`config.mk`:
```
export PLATFORM = sky130hd
export DESIGN_NAME = iram_apb_loader
export DESIGN_NICKNAME = d
export VERILOG_FILES = /design/src/rtl/iram_apb_loader.sv
export SDC_FILE = /design/constraint.sdc
export NUM_CORES = 1
export LEC_CHECK = 0
export ABC_AREA = 0
export ABC_CLOCK_PERIOD_IN_PS = 2600
export CAP_MARGIN = 20
export CORE_ASPECT_RATIO = 1.2
export CORE_UTILIZATION = 45
export CTS_CLUSTER_SIZE = 10
export DETAILED_ROUTE_END_ITERATION = 12
export HOLD_SLACK_MARGIN = 0.02
export PLACE_DENSITY = 0.9
export SETUP_SLACK_MARGIN = 0.5
export SLEW_MARGIN = 20
export SYNTH_ARGS = -nofsm -noshare
export SYNTH_HDL_FRONTEND = slang
export SYNTH_SLANG_ARGS = --single-unit
export TNS_END_PERCENT = 1
```
`constraint.sdc`:
```
create_clock -name CLK -period 2.6 [get_ports CLK]
set_input_delay 0.52 -clock CLK [delete_from_list [all_inputs] [get_ports CLK]]
set_output_delay 0.52 -clock CLK [all_outputs]
set_load 0.01 [all_outputs]
```
`src/rtl/iram_apb_loader.sv`:
```
// iram_apb_loader: streams 9-bit instruction words into an instruction RAM
// that sits behind an APB register window (page register, ninth-bit register
// and a 128-word data window).
//
// Build option: define IRAM_LOADER_VERIFY_EN to read back every data word
// over APB and flag a mismatch. Without the macro no read transfers exist
// and PRDATA is ignored.
//
// Handshakes: the word stream transfers on a rising edge where S_VALID and
// S_READY are both high; S_READY is high only while waiting for a word. APB
// transfers are one setup cycle (PSEL=1, PENABLE=0) then access cycles
// (PENABLE=1) until PREADY=1; PSLVERR is only looked at in that completing
// access cycle. Request signals come straight from registered state, so they
// cannot change while a transfer is waiting.
module iram_apb_loader #(
    parameter int DWIDTH = 16
) (
    input  logic              CLK,
    input  logic              RSTN,
    input  logic              START,
    input  logic [14:0]       BASEADDR,
    input  logic [15:0]       COUNT,
    input  logic              S_VALID,
    input  logic [8:0]        S_DATA,
    output logic              S_READY,
    output logic              PSEL,
    output logic              PENABLE,
    output logic              PWRITE,
    output logic [7:0]        PADDR,
    output logic [DWIDTH-1:0] PWDATA,
    input  logic [DWIDTH-1:0] PRDATA,
    input  logic              PREADY,
    input  logic              PSLVERR,
    output logic              BUSY,
    output logic              DONE,
    output logic              ERROR,
    output logic [2:0]        dbg_state_o
);

    typedef enum logic [2:0] {
        IDLE  = 3'd0,
        PAGE  = 3'd1,
        NINTH = 3'd2,
        WAITD = 3'd3,
        DATA  = 3'd4,
`ifdef IRAM_LOADER_VERIFY_EN
        RDBK  = 3'd5,
`endif
        FIN   = 3'd6
    } state_t;

    state_t      state_q, state_d;
    logic        access_q, access_d;      // 0 = setup cycle, 1 = access cycle
    logic [14:0] addr_q, addr_d;
    logic [15:0] rem_q, rem_d;
    logic [8:0]  wd_q, wd_d;
    logic        err_q, err_d;
    logic        page_pend_q, page_pend_d;
    logic        ninth_known_q, ninth_known_d; // ninth register written in this load
    logic        last9_q, last9_d;            // value last written to the ninth register

    logic [DWIDTH-1:0] data_word;
    logic [DWIDTH-1:0] page_word;
    logic [DWIDTH-1:0] ninth_word;
    logic              unused_sink;

    // Width-dependent write data for the three register targets.
    if (DWIDTH == 8) begin : g_w8
        assign data_word  = wd_q[7:0];
        assign page_word  = addr_q[14:7];
        assign ninth_word = {7'd0, wd_q[8]};
    end else begin : g_wn
        assign data_word  = {{(DWIDTH-9){1'b0}}, wd_q};
        assign page_word  = {{(DWIDTH-8){1'b0}}, addr_q[14:7]};
        assign ninth_word = '0;
    end

`ifdef IRAM_LOADER_VERIFY_EN
    logic rd_match;
    if (DWIDTH == 8) begin : g_cmp8
        assign rd_match = (PRDATA[7:0] == wd_q[7:0]);
    end else begin : g_cmpn
        assign rd_match = (PRDATA[8:0] == wd_q);
    end
`endif

    // Only the low PRDATA bits matter (or none, without read-back).
    assign unused_sink = ^PRDATA;

    // The ninth register is only used by 8-bit data paths, and is rewritten
    // only when the bit changes (or on the first word of a load).
    function automatic logic ninth_needed(input logic b);
        return (DWIDTH == 8) && (!ninth_known_q || (b != last9_q));
    endfunction

    // State and datapath registers.
    always_ff @(posedge CLK or negedge RSTN) begin
        if (!RSTN) begin
            state_q       <= IDLE;
            access_q      <= 1'b0;
            addr_q        <= '0;
            rem_q         <= '0;
            wd_q          <= '0;
            err_q         <= 1'b0;
            page_pend_q   <= 1'b0;
            ninth_known_q <= 1'b0;
            last9_q       <= 1'b0;
        end else begin
            state_q       <= state_d;
            access_q      <= access_d;
            addr_q        <= addr_d;
            rem_q         <= rem_d;
            wd_q          <= wd_d;
            err_q         <= err_d;
            page_pend_q   <= page_pend_d;
            ninth_known_q <= ninth_known_d;
            last9_q       <= last9_d;
        end
    end

    // Next-state logic and state-decoded outputs.
    always_comb begin
        state_d       = state_q;
        access_d      = access_q;
        addr_d        = addr_q;
        rem_d         = rem_q;
        wd_d          = wd_q;
        err_d         = err_q;
        page_pend_d   = page_pend_q;
        ninth_known_d = ninth_known_q;
        last9_d       = last9_q;
        PSEL          = 1'b0;
        PWRITE        = 1'b0;
        PADDR         = 8'h00;
        PWDATA        = '0;
        S_READY       = 1'b0;
        BUSY          = 1'b1;
        DONE          = 1'b0;

        case (state_q)
            IDLE: begin
                BUSY = 1'b0;
                if (START) begin
                    err_d = 1'b0;
                    if (COUNT != 16'd0) begin
                        addr_d        = BASEADDR;
                        rem_d         = COUNT;
                        page_pend_d   = 1'b1;
                        ninth_known_d = 1'b0;
                        access_d      = 1'b0;
                        state_d       = WAITD;
                    end else begin
                        state_d = FIN;
                    end
                end
            end
            WAITD: begin
                S_READY = 1'b1;
                if (S_VALID) begin
                    wd_d     = S_DATA;
                    access_d = 1'b0;
                    if (page_pend_q)               state_d = PAGE;
                    else if (ninth_needed(S_DATA[8])) state_d = NINTH;
                    else                           state_d = DATA;
                end
            end
            PAGE: begin
                PSEL   = 1'b1;
                PWRITE = 1'b1;
                PADDR  = 8'h80;
                PWDATA = page_word;
                if (!access_q) begin
                    access_d = 1'b1;
                end else if (PREADY) begin
                    access_d = 1'b0;
                    if (PSLVERR) begin
                        err_d   = 1'b1;
                        state_d = FIN;
                    end else begin
                        page_pend_d = 1'b0;
                        state_d     = ninth_needed(wd_q[8]) ? NINTH : DATA;
                    end
                end
            end
            NINTH: begin
                PSEL   = 1'b1;
                PWRITE = 1'b1;
                PADDR  = 8'h84;
                PWDATA = ninth_word;
                if (!access_q) begin
                    access_d = 1'b1;
                end else if (PREADY) begin
                    access_d = 1'b0;
                    if (PSLVERR) begin
                        err_d   = 1'b1;
                        state_d = FIN;
                    end else begin
                        ninth_known_d = 1'b1;
                        last9_d       = wd_q[8];
                        state_d       = DATA;
                    end
                end
            end
            DATA: begin
                PSEL   = 1'b1;
                PWRITE = 1'b1;
                PADDR  = {1'b0, addr_q[6:0]};
                PWDATA = data_word;
                if (!access_q) begin
                    access_d = 1'b1;
                end else if (PREADY) begin
                    access_d = 1'b0;
                    if (PSLVERR) begin
                        err_d   = 1'b1;
                        state_d = FIN;
                    end else begin
`ifdef IRAM_LOADER_VERIFY_EN
                        state_d = RDBK;
`else
                        addr_d = addr_q + 15'd1;
                        rem_d  = rem_q - 16'd1;
                        if (addr_q[6:0] == 7'h7F) page_pend_d = 1'b1;
                        state_d = (rem_q == 16'd1) ? FIN : WAITD;
`endif
                    end
                end
            end
`ifdef IRAM_LOADER_VERIFY_EN
            RDBK: begin
                PSEL  = 1'b1;
                PADDR = {1'b0, addr_q[6:0]};
                if (!access_q) begin
                    access_d = 1'b1;
                end else if (PREADY) begin
                    access_d = 1'b0;
                    if (PSLVERR || !rd_match) begin
                        err_d   = 1'b1;
                        state_d = FIN;
                    end else begin
                        addr_d = addr_q + 15'd1;
                        rem_d  = rem_q - 16'd1;
                        if (addr_q[6:0] == 7'h7F) page_pend_d = 1'b1;
                        state_d = (rem_q == 16'd1) ? FIN : WAITD;
                    end
                end
            end
`endif
            FIN: begin
                BUSY    = 1'b0;
                DONE    = 1'b1;
                state_d = IDLE;
            end
            default: begin
                BUSY    = 1'b0;
                state_d = IDLE;
            end
        endcase
    end

    assign PENABLE     = PSEL & access_q;
    assign ERROR       = err_q;
    assign dbg_state_o = state_q;

endmodule

```
== After elaboration in Yosys (flattened, before gate mapping) ==
Cells that the tools add are included.

* $add $sub $neg: 2
* Equality and inequality tests: 22
* Multiplexer cells: 51
* Bitwise logic cells: 1
* Reduce and logical (&&, ||, !) cells: 15

{| class="wikitable"
|+ Operators by type and width
! cell !! count
|-
| $mux 16 || 5
|-
| $mux 15 || 5
|-
| $pmux 16 s2 || 1
|-
| $mux 3 || 10
|-
| $pmux 15 s2 || 1
|-
| $pmux 8 s3 || 1
|-
| $mux 1 || 22
|-
| $ne 2x2->1 const B || 10
|-
| $pmux 9 s2 || 1
|-
| $eq 16x1->1 const B || 1
|-
| $reduce_bool 16->1 || 1
|-
| $sub 16x1->16 const B || 1
|-
| $add 15x1->15 const B || 1
|-
| $pmux 3 s4 || 1
|-
| $reduce_and 6->1 || 2
|-
| $ne 2x1->1 const B || 5
|-
| $reduce_and 10->1 || 1
|-
| $eq 7x7->1 const B || 1
|-
| $eq 3x2->1 const B || 2
|-
| $eq 3x3->1 const B || 2
|-
| $pmux 1 s3 || 2
|-
| $reduce_bool 3->1 || 2
|-
| $reduce_and 5->1 || 1
|-
| $reduce_and 4->1 || 1
|-
| other kinds (10) || 11
|}

* Bits in registers: 46
* Output and inout bits: 34
* Logic and storage cells: 98

== Longest topological paths before layout ==
* Depth in word-level cells: 6
* Mapped depth: 7
* Depth with buffers taken out: 7

== Least setup slack after synthesis ==
Ideal clock, no wire load.

* Path type: register to register
* From: reg rem_q[0]
* To: reg rem_q[14]
* Arrival time: 1.998 ns
* Required time: 2.481 ns
* Path slack: 0.484 ns
* Cell stages (with the launch flop): 8
* Clock period less this slack: 2.116 ns
* Path through: dfrtp_1 inv_1 ha_1 or4b_2 or3_1 nor3_1 o21ai_0 o21a_1

* Cells in the longest elaborated chain, start to end: 5

{| class="wikitable"
|+ RTL lines
! what !! RTL line !! source
|-
| start: declaration || 55 || <nowiki>logic [15:0] rem_q, rem_d;</nowiki>
|-
| start signal: assignment || 112 || <nowiki>rem_q <= rem_d;</nowiki>
|-
| $sub 16x1->16 || 221 || <nowiki>rem_d = rem_q - 16'd1;</nowiki>
|-
| $mux 16 || 213 || <nowiki>if (PSLVERR) begin</nowiki>
|-
| $mux 16 || 211 || <nowiki>end else if (PREADY) begin</nowiki>
|-
| $mux 16 || 209 || <nowiki>if (!access_q) begin</nowiki>
|-
| $pmux 16 s2 || 140 || <nowiki>case (state_q)</nowiki>
|}

Every way passes these cells. The select of a mux whose other input is x is not followed.
A chain may end at the register's enable or synchronous reset.

== Worst setup path in the final report ==
* From: reg state_q[1], in the netlist dbg_state_o[1]
* To: out PADDR[3]

* Cells in the longest elaborated chain, start to end: 2

{| class="wikitable"
|+ RTL lines
! what !! RTL line !! source
|-
| start: declaration || 52 || <nowiki>state_t state_q, state_d;</nowiki>
|-
| start signal: assignment || 109 || <nowiki>state_q <= state_d;</nowiki>
|-
| $eq 3x3->1, or another cell as far along || 140 ||
|-
| $pmux 8 s3 (*) || 140 ||
|-
| end: declaration || 29 || <nowiki>output logic [7:0] PADDR,</nowiki>
|}

Mark *: on every way between the ends. The rest lies on a longest branch, timed or not.

==> impl_metrics.json <==
{
  "drc": 0,
  "post_cts_hold_buffer_count": 0,
  "drt-vias-per-instance": 6.27,
  "layout.nets": 524,
  "multi_input_combinational_cell_area_mm2": 0.00178,
  "drive_gt1_share_pct": 17.6,
  "dr.pass1.iters": 5,
  "mostFrequentLayoutCell": "clkdlybuf4s50_1",
  "critPathMaxFanout": 9,
  "io_buffer_count": 72,
  "wirelength_um": 9360,
  "fillers": 515,
  "cp-start-kind": "register",
  "die_area_mm2": 0.00705,
  "grt_antenna_before_repair": 0,
  "chipWidth_um": 76.8,
  "endpoint_kind": "output port",
  "worst-slew-pin-transition_ns": 0.571,
  "synth_enable_flop_cells": 0,
  "result_of_the_run": "complete, no violations",
  "synth_cell_types": 59,
  "rows": 32,
  "die-height_um": 91.8,
  "grt.total_usage_pct": 27.7,
  "critical-path-max-stage-delay_ns": 0.47,
  "synth.avg_cell_area_um2": 8.26,
  "layout.cells.non_filler": 545,
  "preCtsSetupSlack_ns": 0.172,
  "route.vias.total": 3415,
  "finalMaxSlewViolations": 0,
  "cp_arrival_ns": 1.75,
  "ctsHtreeMaxLevel": 2,
  "dp.cells": 527,
  "grt_setup_unrepaired": "yes",
  "initial_utilization_pct": 46.9,
  "worst_r2r_path_depth": 9,
  "synth.cell_area_mm2": 0.00302,
  "clock_tree_from_tritoncts": "built",
  "critical_path_required_ns": 2.08,
  "layout_common_cells": "clkdlybuf4s50_1 (49), dfrtp_1 (43), nand2_1 (39), a21oi_1 (37)",
  "antenna_cells": 0,
  "clk_latency_ns": 0.32,
  "asyncSetResetFlopFracSynth_pct": 100,
  "kind_of_critical_path": "register to output port",
  "setup-violations-final": 0,
  "core_mm2": 0.00645,
  "timing.slew.headroom_pct": 61.9,
  "ys_dominant_reg_cell": "dfrtp_1",
  "ys.warnings.count": 0,
  "top_level_ports": 96,
  "hpwl_um": 6430,
  "cp_num_buf_inv": 3,
  "sequential_cell_area_mm2": 0.00115,
  "cts_buffers": 5,
  "cts.path.max_buffers": 2,
  "pwr_density_cell_mw_per_mm2": 1070,
  "clkSlewWorstSetupHoldPaths_ns": 0.10,
  "ff2ff_setup_slack_ns": 0.35,
  "syn_to_final_growth_pct": 38.9,
  "antenna_left": 0,
  "routed_wire_length_per_instance_um": 17.2,
  "timing.hold.worst.class": "primary input to asynchronous set/reset pin",
  "critical_path.cell_chain": "nor3b_4 > buf_12 > buf_4 > and2_4 > clkdlybuf4s15_2",
  "fin_tns_setup_ns": 0,
  "yosys_register_bits": 46,
  "post_synth_inst_count": 366,
  "final.hold.worst_slack_ns": 0.178,
  "initialDrtViolationCount": 382,
  "power.leakage_nw": 1.77,
  "regToRegStartpoint": "dbg_state_o[2]$_DFFE_PN0P_",
  "gp_congestion": 0.890,
  "worst_r2r_end": "addr_q[5]$_DFFE_PN0P_",
  "post-route-worst-setup-slack_ns": 0.330,
  "max-cap-violations": 0,
  "peakVddDrop_v": 0.000564,
  "finClkSkew_ns": 0.00974,
  "finalWorstPathRequiredPeriod_ns": 2.27,
  "grt_pass1_wl_um": 15600,
  "hold_violations": 0,
  "pin_count_of_the_biggest_net_entering_global_routing": 28,
  "max_freq_ghz": 0.441,
  "clock-root-buffer": "clkbuf_8",
  "synth.yosys.seq_area_share_pct": 38.1,
  "total_power_mw": 4.48,
  "numClockSinks": 46,
  "gr-total-overflow": 0,
  "final_cycle_utilization_of_the_critical_path_pct": 87.3,
  "timing.critical_path.slowest_stage_cell": "dfrtp_2",
  "critical_path.top_delay_family": "buffers and inverters",
  "first_global_vias": 3328
}
## through the flow
stage / util, % / instance area (um2)
global route: 65.1 / 4200
floorplan: - / 3050
global placement: 61.5 / 3960
CTS: 64.5 / 4160
detailed placement: 61.5 / 3960
finish: 65.1 / 4200
## kinds of logic (layout without fill, tap and decap cells)
kind of cell             after synthesis  after routing  synth area share (%)
AND/OR/NAND/NOR                      146            146                  25.2
buffers and inverters                 37            125                  5.84
AO/OA/AOI/OAI                        119            119                  24.5
multiplexers                          13             13                  4.72
flip-flops                            46             46                  38.1
other                                  1              7                 0.124
adder cells (fa/ha/maj)                3              3                  1.24
XOR/XNOR                               1              1                 0.290
## repair_timing
item	4_1_cts	5_1_grt
setup buffers	7	2
pin swaps	2	2
gates cloned	1	0
endpoints found under the setup margin	43	58
hold endpoints to repair	0	0
gates resized for setup	39	7
## flip-flops by register name, summed over array words and instances (netlist names)
name	flops
ERROR	1
addr_q	15
access_q	1
wd_q	9
rem_q	16
dbg_state_o	3
page_pend_q	1
## layer usage
metal | share of wire, % | global-route usage (%) | vias up
li1 | - | - | 1521
met1 | 38 | 33.2 | 1615
met2 | 50 | 46.3 | 237
met3 | 8.5 | 5.67 | 42
met4 | 3.8 | 14.9 | 0
met5 | 0 | 0 | -
## power by group
part	internal (mW)	total, mW	switching (mW)
clock	0.202	0.492	0.290
combinational	1.21	2.50	1.30
sequential	1.07	1.48	0.415
total	2.48	4.48	2.00
## cell usage after synthesis (3+ instances only)
cell type  instances  area share, %
or3_1              5            1.0
or4_1              5            1.2
o22ai_1            5            1.0
a32oi_1            3           0.87
ha_1               3            1.2
nand2_1           39            4.8
nor3_1            11            1.8
a31oi_1            4           0.83
a22oi_1            9            2.2
a21o_1             3           0.74
mux2_2            10            3.7
and2_1            10            2.1
buf_2              6           0.99
nand4_1            7            1.4
or2_2              3           0.62
inv_1              7           0.87
nand3_1           13            2.2
o21a_1             4           0.99
o21ai_0           32            5.3
clkbuf_1          15            1.9
mux2i_1            3           0.99
buf_4              8            2.0
a21oi_1           37            6.1
dfrtp_1           46             38
nor4_1             5            1.0
nor2_1            29            3.6
## area by class of cell
type / count / area share, %
tap: 85 / 2.53
timing repair buffer: 109 / 24.4
multi-input combinational: 289 / 42.5
inverter: 8 / 0.715
clock inverter: 3 / 0.685
clock buffer: 5 / 1.64
sequential: 46 / 27.5
## worst max path at each step
stage                             to  cells after the start                       start  slack [ns]
2_1_floorplan  rem_q[14]$_DFFE_PN0P_                      7        rem_q[0]$_DFFE_PN0P_        0.49
3_3_place_gp   addr_q[2]$_DFFE_PN0P_                      8                   COUNT[11]        0.22
3_5_place_dp   addr_q[2]$_DFFE_PN0P_                      8                   COUNT[12]        0.17
4_1_cts                     PADDR[7]                      4  dbg_state_o[2]$_DFFE_PN0P_        0.30
5_1_grt        rem_q[15]$_DFFE_PN0P_                      5        rem_q[5]$_DFFE_PN0P_        0.25
6_report                    PADDR[3]                      5  dbg_state_o[1]$_DFFE_PN0P_        0.33
No activity file was read; power rests on OpenSTA's default activity.
==> RTL change 1 (config.mk and constraints unchanged) <==
Set the parameter `DWIDTH` to 14 (it was 16).
--- a/src/rtl/iram_apb_loader.sv
+++ b/src/rtl/iram_apb_loader.sv
@@ -15,3 +15,3 @@
 module iram_apb_loader #(
-    parameter int DWIDTH = 16
+    parameter int DWIDTH = 14
 ) (
Ports: changed (resized PRDATA and PWDATA); port bits go from 96 to 92. No check against the original RTL was run, so the function may have changed too.
==> RTL change 1 against the unedited design <==
Sequential cell count is the same. Sequential share of layout area increased by 0.48 points. Routed wire length shrank 1.7%. Hold slack worse by 0.11 ns. Cell area decreased by 1.7%. Power fell by 1.7%. Critical path depth is 1 lower. Non-clock buffer count stayed put. Synthesized area shrank 0.50%. First-iteration DRC count fell by 13%. Final cell count down 0.37%. Setup slack got worse by 0.12 ns. Critical path type unchanged. Largest power group unchanged.
==> RTL change 1: results (changes against the unedited design) <==
largest net degree at the start of global routing = 37 (+32%)
vias = 3306 (-3.2%)
gr usage total = 26.52% (-1.2 points)
fraction of the mapped netlist area in adder cells = 1.248% (+0.0062 points)
ys async rst share = 100.0% (unchanged)
final worst slack = 0.2091 ns (-0.1211 ns)
status = complete, no violations
Layout Nets = 520 (-0.76%)
register area share after synthesis = 38.27% (+0.19 points)
DP Wirelength = 6495 um (+0.96%)
Synth Area in Compound Gates = 24.63% (+0.12 points)
vias in the first global route = 3166 (-4.9%)
worst vdd rail ir drop = 0.5683 mV (+0.75%)
clock skew = 0.01396 ns (+0.004218 ns)
reg2reg setup slack = 0.28 ns (-0.07 ns)
switching power = 0.001950 W (-2.6%)
Synth Area in XOR/XNOR = 0.2912% (+0.0014 points)
Worst-path clk slew = 0.09 ns
CP max FO = 8 (-1)
Routability Congestion = 0.8712 (-2.2%)
mux cell area share after synthesis = 4.742% (+0.024 points)
DP Area = 3941 um^2 (-0.51%)
wire length per cell after detailed routing = 16.94 um (-1.4%)
Slew HR = 66.35% (+4.4 points)
drt initial violations = 332 (-13%)
layout cells sized above 1 = 16.16% (-1.5 points)
first-pass GRT wire length = 14770 um (-5.2%)
Lkg Pwr = 1.736 nW (-1.7%)
pre-CTS WS = 0.1684 ns (-0.003477 ns)
synth top area cells = dfrtp_1 38%, a21oi_1 6.2%, o21ai_0 5.3%
[RTL change 1: cell families after synthesis]
| logic type | after synthesis |
|---|---|
| AND/OR/NAND/NOR | 146 |
| AO/OA/AOI/OAI | 119 |
| flip-flops | 46 |
| buffers and inverters | 35 |
| multiplexers | 13 |
| adder cells (fa/ha/maj) | 3 |
| other | 1 |
| XOR/XNOR | 1 |
[RTL change 1: final timing paths]
path / startpoint / end / cells after the start
setup / recovery: dbg_state_o[2] / PADDR[0] / 4
hold / removal: RSTN / rem_q[7] / 1
setup reg to reg: rem_q[0] / rem_q[14] / 7
hold reg to reg: ERROR / ERROR / 2
max in group asynchronous: RSTN / addr_q[10] / 2
min in group CLK: ERROR / ERROR / 2
[RTL change 1: area by class of cell]
cell class                 count  area, um^2
timing repair buffer         109       994.7
multi-input combinational    287        1747
clock inverter                 2       12.51
clock buffer                   6       82.58
inverter                       8       30.03
tap                           85       106.4
fill                         535        2318
sequential                    46        1155
[RTL change 1: timing repair]
action,CTS,global route
endpoints found under the setup margin,44,56
buffers inserted,10,0
gates resized for setup,27,2
pin swaps,1,0
cloned,0,0
[RTL change 1: layer usage]
layer / global-route usage (%) / routed length [um]
met1: 30.63 / 3691
met2: 46.70 / 4671
met3: 4.020 / 468
met4: 14.58 / 368
met5: 0 / 0
[RTL change 1: metrics by stage]
step	utilization (%)	hold WS, ns	instances
after global placement	61.14	0.4114	525
after floorplan	-	0.2244	368
after global routing	64.03	0.08183	543
after detailed placement	61.14	0.4169	525
final	64.03	0.06994	543
after CTS	63.88	0.07975	543
[RTL change 1: critical path, cell delays in order (launching register included)]
cell             delay (ns)
dfrtp_2                0.47
nor3b_4                0.27
buf_6                  0.16
and2_1                 0.13
clkdlybuf4s50_1        0.53
[RTL change 1: power by group through the flow]
| stage | combinational (W) | clock, W | sequential, W |
|---|---|---|---|
| 2_1_floorplan | 0.00151 | 0 | 0.00134 |
| 6_report | 0.00244 | 0.000468 | 0.00150 |
| 5_1_grt | 0.00264 | 0.000513 | 0.00153 |
| 3_5_place_dp | 0.00233 | 0 | 0.00148 |
| 4_1_cts | 0.00239 | 0.000470 | 0.00147 |
| 3_3_place_gp | 0.00223 | 0 | 0.00145 |
==> RTL change 2 (same settings) <==
Without the edit above. Take the reset off `addr_q` and `wd_q` and load them in a clocked block of their own.
--- a/src/rtl/iram_apb_loader.sv
+++ b/src/rtl/iram_apb_loader.sv
@@ -100,5 +100,3 @@
             access_q      <= 1'b0;
-            addr_q        <= '0;
             rem_q         <= '0;
-            wd_q          <= '0;
             err_q         <= 1'b0;
@@ -110,5 +108,3 @@
             access_q      <= access_d;
-            addr_q        <= addr_d;
             rem_q         <= rem_d;
-            wd_q          <= wd_d;
             err_q         <= err_d;
@@ -118,2 +114,7 @@
         end
+    end
+
+    always_ff @(posedge CLK) begin
+        addr_q <= addr_d;
+        wd_q   <= wd_d;
     end
Formal check against the unedited RTL: same outputs for any inputs over 10 cycles, from zero or initial values and one cycle with RSTN low; that may be too few to reach the edited logic, so the function may still have changed.
==> RTL change 2 against the unedited design <==
Routed wire length is 15% lower. Sequential cell count stayed put. Fmax is 4.1% lower. Power is 13% lower. Setup slack worse by 0.098 ns. Clock power is 28% higher. Via count is 17% lower. Critical path type unchanged. Synthesized area is 4.0% lower. Global-route usage is 3.9 points lower. Largest cell class unchanged. Sequential share of layout area is 4.7 points higher. Cell area is 5.9% lower. Largest power group unchanged.
==> RTL change 2: results (changes against the unedited design) <==
Placed Cells = 479 (-9.1%)
post_cts resized = 25 (-36%)
gr usage total = 23.83% (-3.9 points)
EDFF count, synth = 24 (+24)
GR Util met2 = 41.52% (-4.8 points)
status = complete, no violations
met2 routed WL = 4054 um (-13%)
Metal-1 WL = 3246 um (-9.1%)
Non-clock buffers = 94 (-14%)
Slew HR = 61.61% (-0.34 points)
met1 Use GR = 28.81% (-4.4 points)
clock skew = 0.01036 ns (+0.0006199 ns)
pre-CTS WS = 0.1503 ns (-0.02160 ns)
Yosys cell types = 49 (-17%)
Routability Congestion = 0.8665 (-2.7%)
synth top area cells = edfxtp_1 25%, dfrtp_1 19%, o21ai_0 7.2%
non-clk buf share = 23.12% (-1.3 points)
Inverters = 6 (-2)
Worst-path clk slew = 0.08 ns (-0.02 ns)
Well Taps = 82 (-3.5%)
ys async rst share = 47.83% (-52 points)
critical path's slowest cell = clkdlybuf4s50_1
first-pass GRT wire length = 12480 um (-20%)
DP Wirelength = 5620 um (-13%)
CP arrival = 1.85 ns (+0.10 ns)
Syn Area/Cell = 8.687 um^2 (+5.2%)
Fmax achieved = 422.3 MHz (-4.1%)
largest net degree at the start of global routing = 30 (+7.1%)
Worst-Skew Late Latency = 0.30 ns (-0.02 ns)
sequential share of cell area = 32.21% (+4.7 points)
CP max FO = 4 (-5)
vias in the first global route = 2733 (-18%)
worst vdd rail ir drop = 0.5104 mV (-9.5%)
-- RTL change 2: cell types whose count changed in the layout (fill, tap and decap cells not counted), moves of 5 or more --
cell / change
edfxtp_1: +24
dfrtp_1: -22
a21oi_1: -17
buf_4: -15
clkdlybuf4s50_1: +10
o21ai_0: +10
xor2_1: +9
mux2_2: -8
and3_1: +7
dlygate4sd2_1: -6
nor2_1: +6
and2_1: -5
nand2_1: -5
xnor2_1: +5
-- RTL change 2: kinds of logic (layout without fill, tap and decap cells) --
family	after synthesis	count (layout)	share of synthesized area (%)
compound gates	99	99	20.53
xor+xnor	14	14	4.226
other cells	1	7	0.1292
buf+inv	35	108	5.735
fa+ha+maj	3	3	1.294
flops	46	46	43.81
mux	3	3	1.121
simple gates	133	133	23.16
-- RTL change 2: path summary, 6_finish.rpt --
check                          startpoint        endpoint  slack [ns]  depth (start not counted)
min                              rem_q[1]        rem_q[1]        0.52                          2
max in group asynchronous            RSTN  dbg_state_o[1]        1.78                          2
max                        dbg_state_o[1]        PADDR[7]        0.23                          3
max reg2reg                      rem_q[0]       rem_q[12]        0.57                          7
min in group asynchronous            RSTN        rem_q[2]        0.57                          2
min reg2reg                      rem_q[1]        rem_q[1]        0.52                          2
-- RTL change 2: where the power goes --
part | internal [W] | switching, W | leakage, nW | total, W
clock network | 0.000380 | 0.000248 | 0.0658 | 0.000628
registers | 0.00104 | 0.000240 | 0.483 | 0.00128
logic | 0.000959 | 0.00102 | 1.03 | 0.00198
total | 0.00238 | 0.00151 | 1.58 | 0.00389
-- RTL change 2: worst reg2reg max path: cells and delay by family, from the launching register on --
| family | cells | cell delay, ns |
|---|---|---|
| buf+inv | 1 | 0.13 |
| flops | 1 | 0.41 |
| fa+ha+maj | 1 | 0.22 |
| compound gates | 3 | 0.37 |
| simple gates | 2 | 0.79 |
